File: config.mk
export PLATFORM = sky130hd
export DESIGN_NAME = sseg_capture_decoder_flat
export DESIGN_NICKNAME = d
export VERILOG_FILES = /design/src/rtl/sseg_pkg.sv /design/src/rtl/sseg_capture_decoder_if.sv /design/src/rtl/sseg_digit_decode.sv /design/src/rtl/sseg_capture_decoder.sv /design/src/flat_wrapper.sv
export SDC_FILE = /design/constraint.sdc
export NUM_CORES = 1
export LEC_CHECK = 0
export ABC_AREA = 0
export BUFFER_PORTS_ARGS = -buffer_cell sky130_fd_sc_hd__buf_2
export CAP_MARGIN = 20
export CORE_MARGIN = 10
export CORE_UTILIZATION = 40
export CTS_CLUSTER_SIZE = 10
export DETAILED_ROUTE_END_ITERATION = 12
export HOLD_SLACK_MARGIN = 0.03
export SYNTH_ARGS = -nofsm -noshare
export SYNTH_HDL_FRONTEND = slang
export SYNTH_HIERARCHICAL = 1
export SYNTH_SLANG_ARGS = --single-unit
File: constraint.sdc
create_clock -name CLOCK_50 -period 2.9 [get_ports CLOCK_50]
set_input_delay 0 -clock CLOCK_50 [delete_from_list [all_inputs] [get_ports CLOCK_50]]
set_output_delay 0 -clock CLOCK_50 [all_outputs]
set_load 0.01 [all_outputs]
File: src/rtl/sseg_pkg.sv
// ----------------------------------------------------------------------------
// sseg_pkg
// Shared definitions for the seven-segment capture decoder:
//   - digit / segment / word width constants
//   - the sixteen active-low segment patterns (bit0 = a .. bit6 = g, 0 = lit)
//   - SEG_BLANK, the all-segments-off pattern
//   - FSM state encoding (ST_SETTLE, ST_LOCKED)
// ----------------------------------------------------------------------------
package sseg_pkg;

    localparam int DIGITS  = 4;
    localparam int SEG_W   = 7;
    localparam int NIB_W   = 4;
    localparam int WORD_W  = DIGITS * SEG_W;
    localparam int VALUE_W = DIGITS * NIB_W;

    // Patterns are written g..a, matching the bit order of the buses.
    localparam logic [SEG_W-1:0] SEG_0 = 7'b1000000;
    localparam logic [SEG_W-1:0] SEG_1 = 7'b1111001;
    localparam logic [SEG_W-1:0] SEG_2 = 7'b0100100;
    localparam logic [SEG_W-1:0] SEG_3 = 7'b0110000;
    localparam logic [SEG_W-1:0] SEG_4 = 7'b0011001;
    localparam logic [SEG_W-1:0] SEG_5 = 7'b0010010;
    localparam logic [SEG_W-1:0] SEG_6 = 7'b0000010;
    localparam logic [SEG_W-1:0] SEG_7 = 7'b1111000;
    localparam logic [SEG_W-1:0] SEG_8 = 7'b0000000;
    localparam logic [SEG_W-1:0] SEG_9 = 7'b0010000;
    localparam logic [SEG_W-1:0] SEG_A = 7'b0001000;
    localparam logic [SEG_W-1:0] SEG_B = 7'b0000011;
    localparam logic [SEG_W-1:0] SEG_C = 7'b1000110;
    localparam logic [SEG_W-1:0] SEG_D = 7'b0100001;
    localparam logic [SEG_W-1:0] SEG_E = 7'b0000110;
    localparam logic [SEG_W-1:0] SEG_F = 7'b0001110;

    localparam logic [SEG_W-1:0] SEG_BLANK = 7'h7F;

    typedef enum logic {
        ST_SETTLE = 1'b0,
        ST_LOCKED = 1'b1
    } state_t;

endpackage

File: src/rtl/sseg_capture_decoder_if.sv
// ----------------------------------------------------------------------------
// sseg_capture_decoder_if
// Bundles the four raw segment buses and the decoded results.
//   HEX0_in..HEX3_in  7   asynchronous active-low segment buses (digit 0..3)
//   Value             16  last successfully decoded word
//   Valid             1   one-cycle pulse, Value just updated
//   Error             1   one-cycle pulse, settled pattern had a bad digit
//   ErrDigit          4   per-digit invalid mask of the last settled pattern
//   Locked            1   settled pattern unchanged since last decode
//   BlankDigit        4   per-digit blank mask (only with SSEG_BLANK_EN)
// Modports: master = pattern source / result consumer, slave = decoder.
// ----------------------------------------------------------------------------
interface sseg_capture_decoder_if;
    import sseg_pkg::*;

    logic [SEG_W-1:0]   HEX0_in;
    logic [SEG_W-1:0]   HEX1_in;
    logic [SEG_W-1:0]   HEX2_in;
    logic [SEG_W-1:0]   HEX3_in;
    logic [VALUE_W-1:0] Value;
    logic               Valid;
    logic               Error;
    logic [DIGITS-1:0]  ErrDigit;
    logic               Locked;
`ifdef SSEG_BLANK_EN
    logic [DIGITS-1:0]  BlankDigit;
`endif

    modport master (
        output HEX0_in, HEX1_in, HEX2_in, HEX3_in,
`ifdef SSEG_BLANK_EN
        input  BlankDigit,
`endif
        input  Value, Valid, Error, ErrDigit, Locked
    );

    modport slave (
        input  HEX0_in, HEX1_in, HEX2_in, HEX3_in,
`ifdef SSEG_BLANK_EN
        output BlankDigit,
`endif
        output Value, Valid, Error, ErrDigit, Locked
    );

endinterface

File: src/rtl/sseg_digit_decode.sv
// ----------------------------------------------------------------------------
// sseg_digit_decode
// Combinational map of one active-low 7-segment pattern to its hex value.
//   seg    in   7  pattern, bit0 = a .. bit6 = g, 0 = segment lit
//   value  out  4  decoded hex value (0 when invalid)
//   blank  out  1  pattern is all-off (only with SSEG_BLANK_EN)
//   valid  out  1  pattern is one of the recognised glyphs
// Optional feature macro: SSEG_BLANK_EN makes the all-off pattern a valid
// digit that decodes to 0 and raises blank.
// ----------------------------------------------------------------------------
module sseg_digit_decode
    import sseg_pkg::*;
(
    input  logic [SEG_W-1:0] seg,
    output logic [NIB_W-1:0] value,
`ifdef SSEG_BLANK_EN
    output logic             blank,
`endif
    output logic             valid
);

    always_comb begin
        // NOTE: every output gets a default before the case so no path can
        // leave one unassigned and infer a latch.
        value = '0;
        valid = 1'b1;
`ifdef SSEG_BLANK_EN
        blank = 1'b0;
`endif
        case (seg)
            SEG_0: value = 4'h0;
            SEG_1: value = 4'h1;
            SEG_2: value = 4'h2;
            SEG_3: value = 4'h3;
            SEG_4: value = 4'h4;
            SEG_5: value = 4'h5;
            SEG_6: value = 4'h6;
            SEG_7: value = 4'h7;
            SEG_8: value = 4'h8;
            SEG_9: value = 4'h9;
            SEG_A: value = 4'hA;
            SEG_B: value = 4'hB;
            SEG_C: value = 4'hC;
            SEG_D: value = 4'hD;
            SEG_E: value = 4'hE;
            SEG_F: value = 4'hF;
`ifdef SSEG_BLANK_EN
            SEG_BLANK: begin
                value = 4'h0;
                blank = 1'b1;
            end
`endif
            default: valid = 1'b0;
        endcase
    end

endmodule

File: src/rtl/sseg_capture_decoder.sv
// ----------------------------------------------------------------------------
// sseg_capture_decoder
// Samples four asynchronous seven-segment buses, waits until the whole
// 28-bit pattern has been unchanged for STABLE_CYCLES cycles, then decodes
// it once and reports the result with a one-cycle Valid or Error pulse.
//   CLOCK_50  in  1  system clock, rising edge
//   Reset     in  1  asynchronous, active-high
//   bus       sseg_capture_decoder_if.slave (segment inputs, decoded outputs)
// Parameters:
//   SYNC_STAGES   flops per input synchronizer chain (>= 2)
//   STABLE_CYCLES unchanged synchronized cycles needed before decode (>= 1)
// Optional feature macro: SSEG_BLANK_EN (all-off digits are valid and are
// reported on BlankDigit).
// ----------------------------------------------------------------------------
module sseg_capture_decoder
    import sseg_pkg::*;
#(
    parameter int SYNC_STAGES   = 2,
    parameter int STABLE_CYCLES = 4
)
(
    input  logic                       CLOCK_50,
    input  logic                       Reset,
    sseg_capture_decoder_if.slave      bus
);

    localparam int CNT_W = (STABLE_CYCLES > 1) ? $clog2(STABLE_CYCLES) : 1;
    localparam logic [CNT_W-1:0] CNT_LAST = CNT_W'(STABLE_CYCLES - 1);

    // ------------------------------------------------------------------
    // Synchronizers and change detection
    // ------------------------------------------------------------------
    logic [WORD_W-1:0]                   raw_word;
    logic [SYNC_STAGES-1:0][WORD_W-1:0]  sync_q;
    logic [WORD_W-1:0]                   s_word;
    logic [WORD_W-1:0]                   p_q;
    logic [SYNC_STAGES:0]                fill_q;
    logic                                primed;
    logic                                changed;

    assign raw_word = {bus.HEX3_in, bus.HEX2_in, bus.HEX1_in, bus.HEX0_in};
    assign s_word   = sync_q[SYNC_STAGES-1];

    // fill_q marks when the first post-reset sample has crossed the chain
    // and been copied into p_q. Until then the word counts as changed, so a
    // pattern already present during reset is decoded with the same latency
    // as one applied later (the reset value 7F would otherwise look settled).
    assign primed  = fill_q[SYNC_STAGES];
    assign changed = (s_word != p_q) || !primed;

    always_ff @(posedge CLOCK_50 or posedge Reset) begin
        if (Reset) begin
            sync_q <= '1;
            p_q    <= '1;
            fill_q <= '0;
        end else begin
            // NOTE: non-blocking assignments make every stage take the value
            // its predecessor held before the edge, giving a true shift chain.
            sync_q <= {sync_q[SYNC_STAGES-2:0], raw_word};
            p_q    <= s_word;
            fill_q <= {fill_q[SYNC_STAGES-1:0], 1'b1};
        end
    end

    // ------------------------------------------------------------------
    // Per-digit decode of the synchronized word
    // ------------------------------------------------------------------
    logic [VALUE_W-1:0] dec_value;
    logic [DIGITS-1:0]  dec_valid;
`ifdef SSEG_BLANK_EN
    logic [DIGITS-1:0]  dec_blank;
`endif

    for (genvar d = 0; d < DIGITS; d++) begin : g_dec
        sseg_digit_decode u_dec (
            .seg   (s_word[d*SEG_W +: SEG_W]),
            .value (dec_value[d*NIB_W +: NIB_W]),
`ifdef SSEG_BLANK_EN
            .blank (dec_blank[d]),
`endif
            .valid (dec_valid[d])
        );
    end

    // ------------------------------------------------------------------
    // Settle / lock FSM with registered outputs
    // ------------------------------------------------------------------
    state_t             state_q;
    logic [CNT_W-1:0]   count_q;
    logic [VALUE_W-1:0] value_q;
    logic               valid_q;
    logic               error_q;
    logic [DIGITS-1:0]  err_digit_q;
    logic               locked_q;
`ifdef SSEG_BLANK_EN
    logic [DIGITS-1:0]  blank_q;
`endif

    always_ff @(posedge CLOCK_50 or posedge Reset) begin
        if (Reset) begin
            state_q     <= ST_SETTLE;
            count_q     <= '0;
            value_q     <= '0;
            valid_q     <= 1'b0;
            error_q     <= 1'b0;
            err_digit_q <= '0;
            locked_q    <= 1'b0;
`ifdef SSEG_BLANK_EN
            blank_q     <= '0;
`endif
        end else begin
            valid_q <= 1'b0;
            error_q <= 1'b0;
            case (state_q)
                ST_SETTLE: begin
                    if (changed) begin
                        count_q <= '0;
                    end else if (count_q >= CNT_LAST) begin
                        // Decode on the stable word; s_word equals p_q here,
                        // so a change just entering the chain is not seen.
                        state_q  <= ST_LOCKED;
                        locked_q <= 1'b1;
                        if (&dec_valid) begin
                            value_q     <= dec_value;
                            valid_q     <= 1'b1;
                            err_digit_q <= '0;
`ifdef SSEG_BLANK_EN
                            blank_q     <= dec_blank;
`endif
                        end else begin
                            error_q     <= 1'b1;
                            err_digit_q <= ~dec_valid;
                        end
                    end else begin
                        count_q <= count_q + CNT_W'(1);
                    end
                end
                ST_LOCKED: begin
                    if (changed) begin
                        state_q  <= ST_SETTLE;
                        count_q  <= '0;
                        locked_q <= 1'b0;
                    end
                end
                default: begin
                    state_q  <= ST_SETTLE;
                    count_q  <= '0;
                    locked_q <= 1'b0;
                end
            endcase
        end
    end

    assign bus.Value    = value_q;
    assign bus.Valid    = valid_q;
    assign bus.Error    = error_q;
    assign bus.ErrDigit = err_digit_q;
    assign bus.Locked   = locked_q;
`ifdef SSEG_BLANK_EN
    assign bus.BlankDigit = blank_q;
`endif

endmodule

File: src/flat_wrapper.sv
// flat-port wrapper written by rule: the top's interface ports become plain ports
module sseg_capture_decoder_flat import sseg_pkg::*;
#(
    parameter int SYNC_STAGES   = 2,
    parameter int STABLE_CYCLES = 4
)
  (CLOCK_50, Reset, bus_HEX0_in, bus_HEX1_in, bus_HEX2_in, bus_HEX3_in, bus_Value, bus_Valid, bus_Error, bus_ErrDigit, bus_Locked);
  sseg_capture_decoder_if bus_i ();
  input  logic CLOCK_50;
  input  logic Reset;
  input wire logic [$bits(bus_i.HEX0_in)-1:0] bus_HEX0_in;
  input wire logic [$bits(bus_i.HEX1_in)-1:0] bus_HEX1_in;
  input wire logic [$bits(bus_i.HEX2_in)-1:0] bus_HEX2_in;
  input wire logic [$bits(bus_i.HEX3_in)-1:0] bus_HEX3_in;
  output wire logic [$bits(bus_i.Value)-1:0] bus_Value;
  output wire logic [$bits(bus_i.Valid)-1:0] bus_Valid;
  output wire logic [$bits(bus_i.Error)-1:0] bus_Error;
  output wire logic [$bits(bus_i.ErrDigit)-1:0] bus_ErrDigit;
  output wire logic [$bits(bus_i.Locked)-1:0] bus_Locked;
  assign bus_i.HEX0_in = bus_HEX0_in;
  assign bus_i.HEX1_in = bus_HEX1_in;
  assign bus_i.HEX2_in = bus_HEX2_in;
  assign bus_i.HEX3_in = bus_HEX3_in;
  assign bus_Value = bus_i.Value;
  assign bus_Valid = bus_i.Valid;
  assign bus_Error = bus_i.Error;
  assign bus_ErrDigit = bus_i.ErrDigit;
  assign bus_Locked = bus_i.Locked;
  sseg_capture_decoder #(.SYNC_STAGES(SYNC_STAGES), .STABLE_CYCLES(STABLE_CYCLES)) u_core (.CLOCK_50(CLOCK_50), .Reset(Reset), .bus(bus_i));
endmodule
==> qor.csv <==
stage,metric,value,unit
floorplan,Die Y,135,microns
timing,FMAX,368,MHz
clock_network,maximum root-to-sink buffer count,2,
timing,Max Slew Vio Count,0,
timing,Final period util,93.7,%
timing,final setup TNS,0,ns
critical_path,Worst Setup End Kind,flop,
power_and_ir_drop,power per cell area,670,mW/mm^2
layout,Area Overhead vs Synth,25.4,%
power_and_ir_drop,part of the power in registers,40.3,%
floorplan,Core Footprint,0.0128,sq mm
synthesis,net count after synthesis,481,
routing,Routed met2 length,5150,microns
floorplan,row count,41,
floorplan,initial core utilization,41.2,%
timing,Fin Clk Skew,0.00628,ns
power_and_ir_drop,Comb pwr share,5.3,%
critical_path,CP max FO,19,
clock_network,CTS tree,yes,
layout,fillcell total,1109,
routing,Via density,5.22,
synthesis,yosys synthesis warning count,6,
synthesis,asr flop ratio synth,100,%
floorplan,I/O pins,53,
layout,"commonest non-fill, non-tap cell in the layout",dfstp_2,
routing,drt first pass iters,6,
clock_network,"Reg clk slew, reported paths",0.05,ns
placement,DP Area,0.00562,sq mm
routing,WL met3,682,microns
clock_network,CTS buffer count,17,
clock_network,hold buffers post-CTS,29,
routing,via count,3718,
layout,antenna diode instance count,0,
clock_network,clk root buf,clkbuf_16,
clock_network,Clock Latency Late Sink,0.41,ns
critical_path,worst path required time,3.19,ns
power_and_ir_drop,Switch Pwr,0.920,mW
critical_path,crit path launch type,flop,
routing,DR iter-0 viols,595,
grt,first-pass GRT wire length,18800,microns
grt,antenna violations before repair,0,
timing,max_slew headroom,56.4,%
routing,Wirelength per Cell,15.7,microns
layout,Finished Core Util,51.6,%
layout,register area,0.00293,sq mm
placement,post-detail-place hpwl,7290,microns
layout,post-route design area,0.00660,sq mm
routing,DRT antenna net count,0,
clock_network,H-Tree Depth,4,
synthesis,Post-synth top flop,dfstp_2,
clock_network,# clock sinks,113,
synthesis,Synth Area per Inst,11.7,sq um
layout,Multi-input gate area,0.00211,sq mm
synthesis,post-synthesis register bit count,113,
synthesis,cells after synthesis,450,
synthesis,Synth cell types,47,
layout,NumNets Final,559,
routing,drt drc,0,
routing,final wirelength,11200,microns
floorplan,die area,0.0181,sq mm
power_and_ir_drop,Int Pwr,3.50,mW
grt,number of global-route vias before repair,3625,
power_and_ir_drop,total power,4.42,mW
synthesis,Post-synth EDFFs,0,
timing,fin crit period,2.72,ns
power_and_ir_drop,peak supply drop,464,uV
timing,RSZ-0062 raised after global routing,false,
power_and_ir_drop,Pleak,2.86,nW
clock_network,Post-CTS Resized,0,
placement,number of I/O port buffers,52,
power_and_ir_drop,clock group share of total power,54.3,%
routing,highest metal layer with signal wires,met4,
grt,All-Layer GR Usage,13.0,%
clock_network,post-CTS setup buffer count,0,
floorplan,die width,135,microns
grt,GR Overflow Total,0,
synthesis,register area share after synthesis,55.8,%
placement,gpl congestion,0.809,
timing,"Hold Vio Cnt, Final",0,
critical_path,Crit Path Category,flop to flop,
layout,most frequent cells in the layout,"dfstp_2, buf_2, nor2_1",
hold_path,worst min path class,input pin to flop,
routing,met1 WL,5210,microns
timing,Least-Margin Pin Slew,0.654,ns
timing,final setup vio count,0,
critical_path,WP data arrival,3.01,ns
layout,layout cells sized above 1,35.7,%
power_and_ir_drop,sw frac,20.8,%
grt,largest net degree at the start of global routing,61,
synthesis,area of the mapped netlist,0.00526,sq mm
flow_run,number of max-cap violations,0,
outcome,run status,completed,
-- routing by layer --
| layer | GRT usage, % | vias up |
|---|---|---|
| li1 | - | 1783 |
| met1 | 17.2 | 1816 |
| met2 | 18.8 | 103 |
| met3 | 4.97 | 16 |
| met4 | 4.90 | 0 |
| met5 | 0 | - |
-- Yosys cell counts, types with 3 or more instances --
master | number | area share, %
dfstp_2 | 84 | 42
nor2_1 | 31 | 2.2
dfrtp_1 | 29 | 14
nand2_1 | 26 | 1.9
buf_2 | 16 | 1.5
xor2_1 | 16 | 2.7
a21oi_1 | 13 | 1.2
nor3b_1 | 13 | 1.9
o21ai_0 | 13 | 1.2
xnor2_1 | 13 | 2.2
buf_4 | 12 | 1.7
mux2i_1 | 12 | 2.3
or3_1 | 12 | 1.4
inv_1 | 10 | 0.71
mux2_4 | 10 | 2.9
nand3_1 | 10 | 0.95
nor2b_1 | 9 | 1.1
nor4_1 | 9 | 1.1
a211o_1 | 8 | 1.3
nor3_1 | 8 | 0.76
nor4b_1 | 8 | 1.3
mux2_2 | 6 | 1.3
nand2b_1 | 6 | 0.71
nand3b_1 | 5 | 0.71
o211ai_1 | 5 | 0.71
a22oi_1 | 4 | 0.57
a31oi_1 | 4 | 0.48
a32o_1 | 4 | 0.76
a32oi_1 | 4 | 0.67
and2_1 | 4 | 0.48
and3_1 | 4 | 0.48
and4b_1 | 4 | 0.76
o2111ai_1 | 4 | 0.67
o21ai_1 | 4 | 0.38
o21bai_1 | 4 | 0.57
o221ai_1 | 4 | 0.67
or3b_1 | 4 | 0.67
or4_1 | 4 | 0.57
or4b_1 | 4 | 0.76
nand4_1 | 3 | 0.36
-- metrics by stage --
step                instances  worst slack [ns]  hold slack [ns]
global route              712            0.0576            0.211
detailed placement        652             0.200            0.106
finish                    712             0.184            0.223
CTS                       712             0.186            0.198
global placement          652             0.275            0.105
floorplan                 450            0.0517          0.00448
-- worst max-delay path, stage by stage, from the launching register on --
cell	delay [ns]
dfstp_2	0.71
or3b_1	0.40
a211o_1	0.31
nand3_1	0.10
or3_1	0.14
and4_1	0.29
nand4b_4	0.12
buf_4	0.21
mux2_4	0.30
-- power by group through the flow --
stage,combinational [mW],clock [mW],sequential (mW)
floorplan,0.194,0,1.75
global placement,0.203,0,1.80
detailed placement,0.207,0,1.80
CTS,0.239,2.46,1.78
global route,0.267,2.54,1.80
finish,0.236,2.40,1.78
-- final cells by class --
class                           instances  share of cell area [%]
Timing Repair Buffer                   88                    9.33
Clock buffer                           21                    7.29
Multi-Input combinational cell        298                    31.9
Clock inverter                         10                    3.09
Sequential cell                       113                    44.5
Tap cell                              172                    3.26
Inverter                               10                   0.607
-- cell families (layout without fill, tap and decap cells) --
kind of cell	after synthesis	after routing	share of synthesized area, %
AOI/OAI and AO/OA	71	71	9.28
xor gates and xnor gates	29	29	4.83
adders and majority gates	1	1	0.238
buffers and inverters	39	129	4.16
DFF	113	113	55.8
muxes	28	28	6.42
other	1	1	0.0713
and+or+nand+nor	168	168	19.2
-- sequential cells by signal (all words and copies together) (netlist names) --
| signal | cells |
|---|---|
| u_core/p_q | 28 |
| u_core/s_word | 28 |
| u_core/sync_q | 28 |
| u_core/bus.Value | 16 |
| u_core/bus.ErrDigit | 4 |
| u_core/fill_q | 3 |
| u_core/count_q | 2 |
| u_core/bus.Error | 1 |
| u_core/bus.Locked | 1 |
| u_core/bus.Valid | 1 |
| u_core/state_q | 1 |
-- path summary, 6_finish.rpt --
kind	startpoint	to	slack, ns	cells past startpoint
worst max-delay path	u_core/s_word[10]	u_core/bus.Value[0]	0.18	8
worst min-delay path	bus_HEX2_in[3]	u_core/sync_q[17]	0.22	2
worst max register to register	u_core/s_word[10]	u_core/bus.Value[0]	0.18	8
worst min register to register	u_core/fill_q[0]	u_core/fill_q[1]	0.35	0
max in group asynchronous	Reset	u_core/p_q[22]	1.90	4
min in group asynchronous	Reset	u_core/bus.Value[8]	0.26	3
Note: power is estimated with default switching activity, not from simulation.
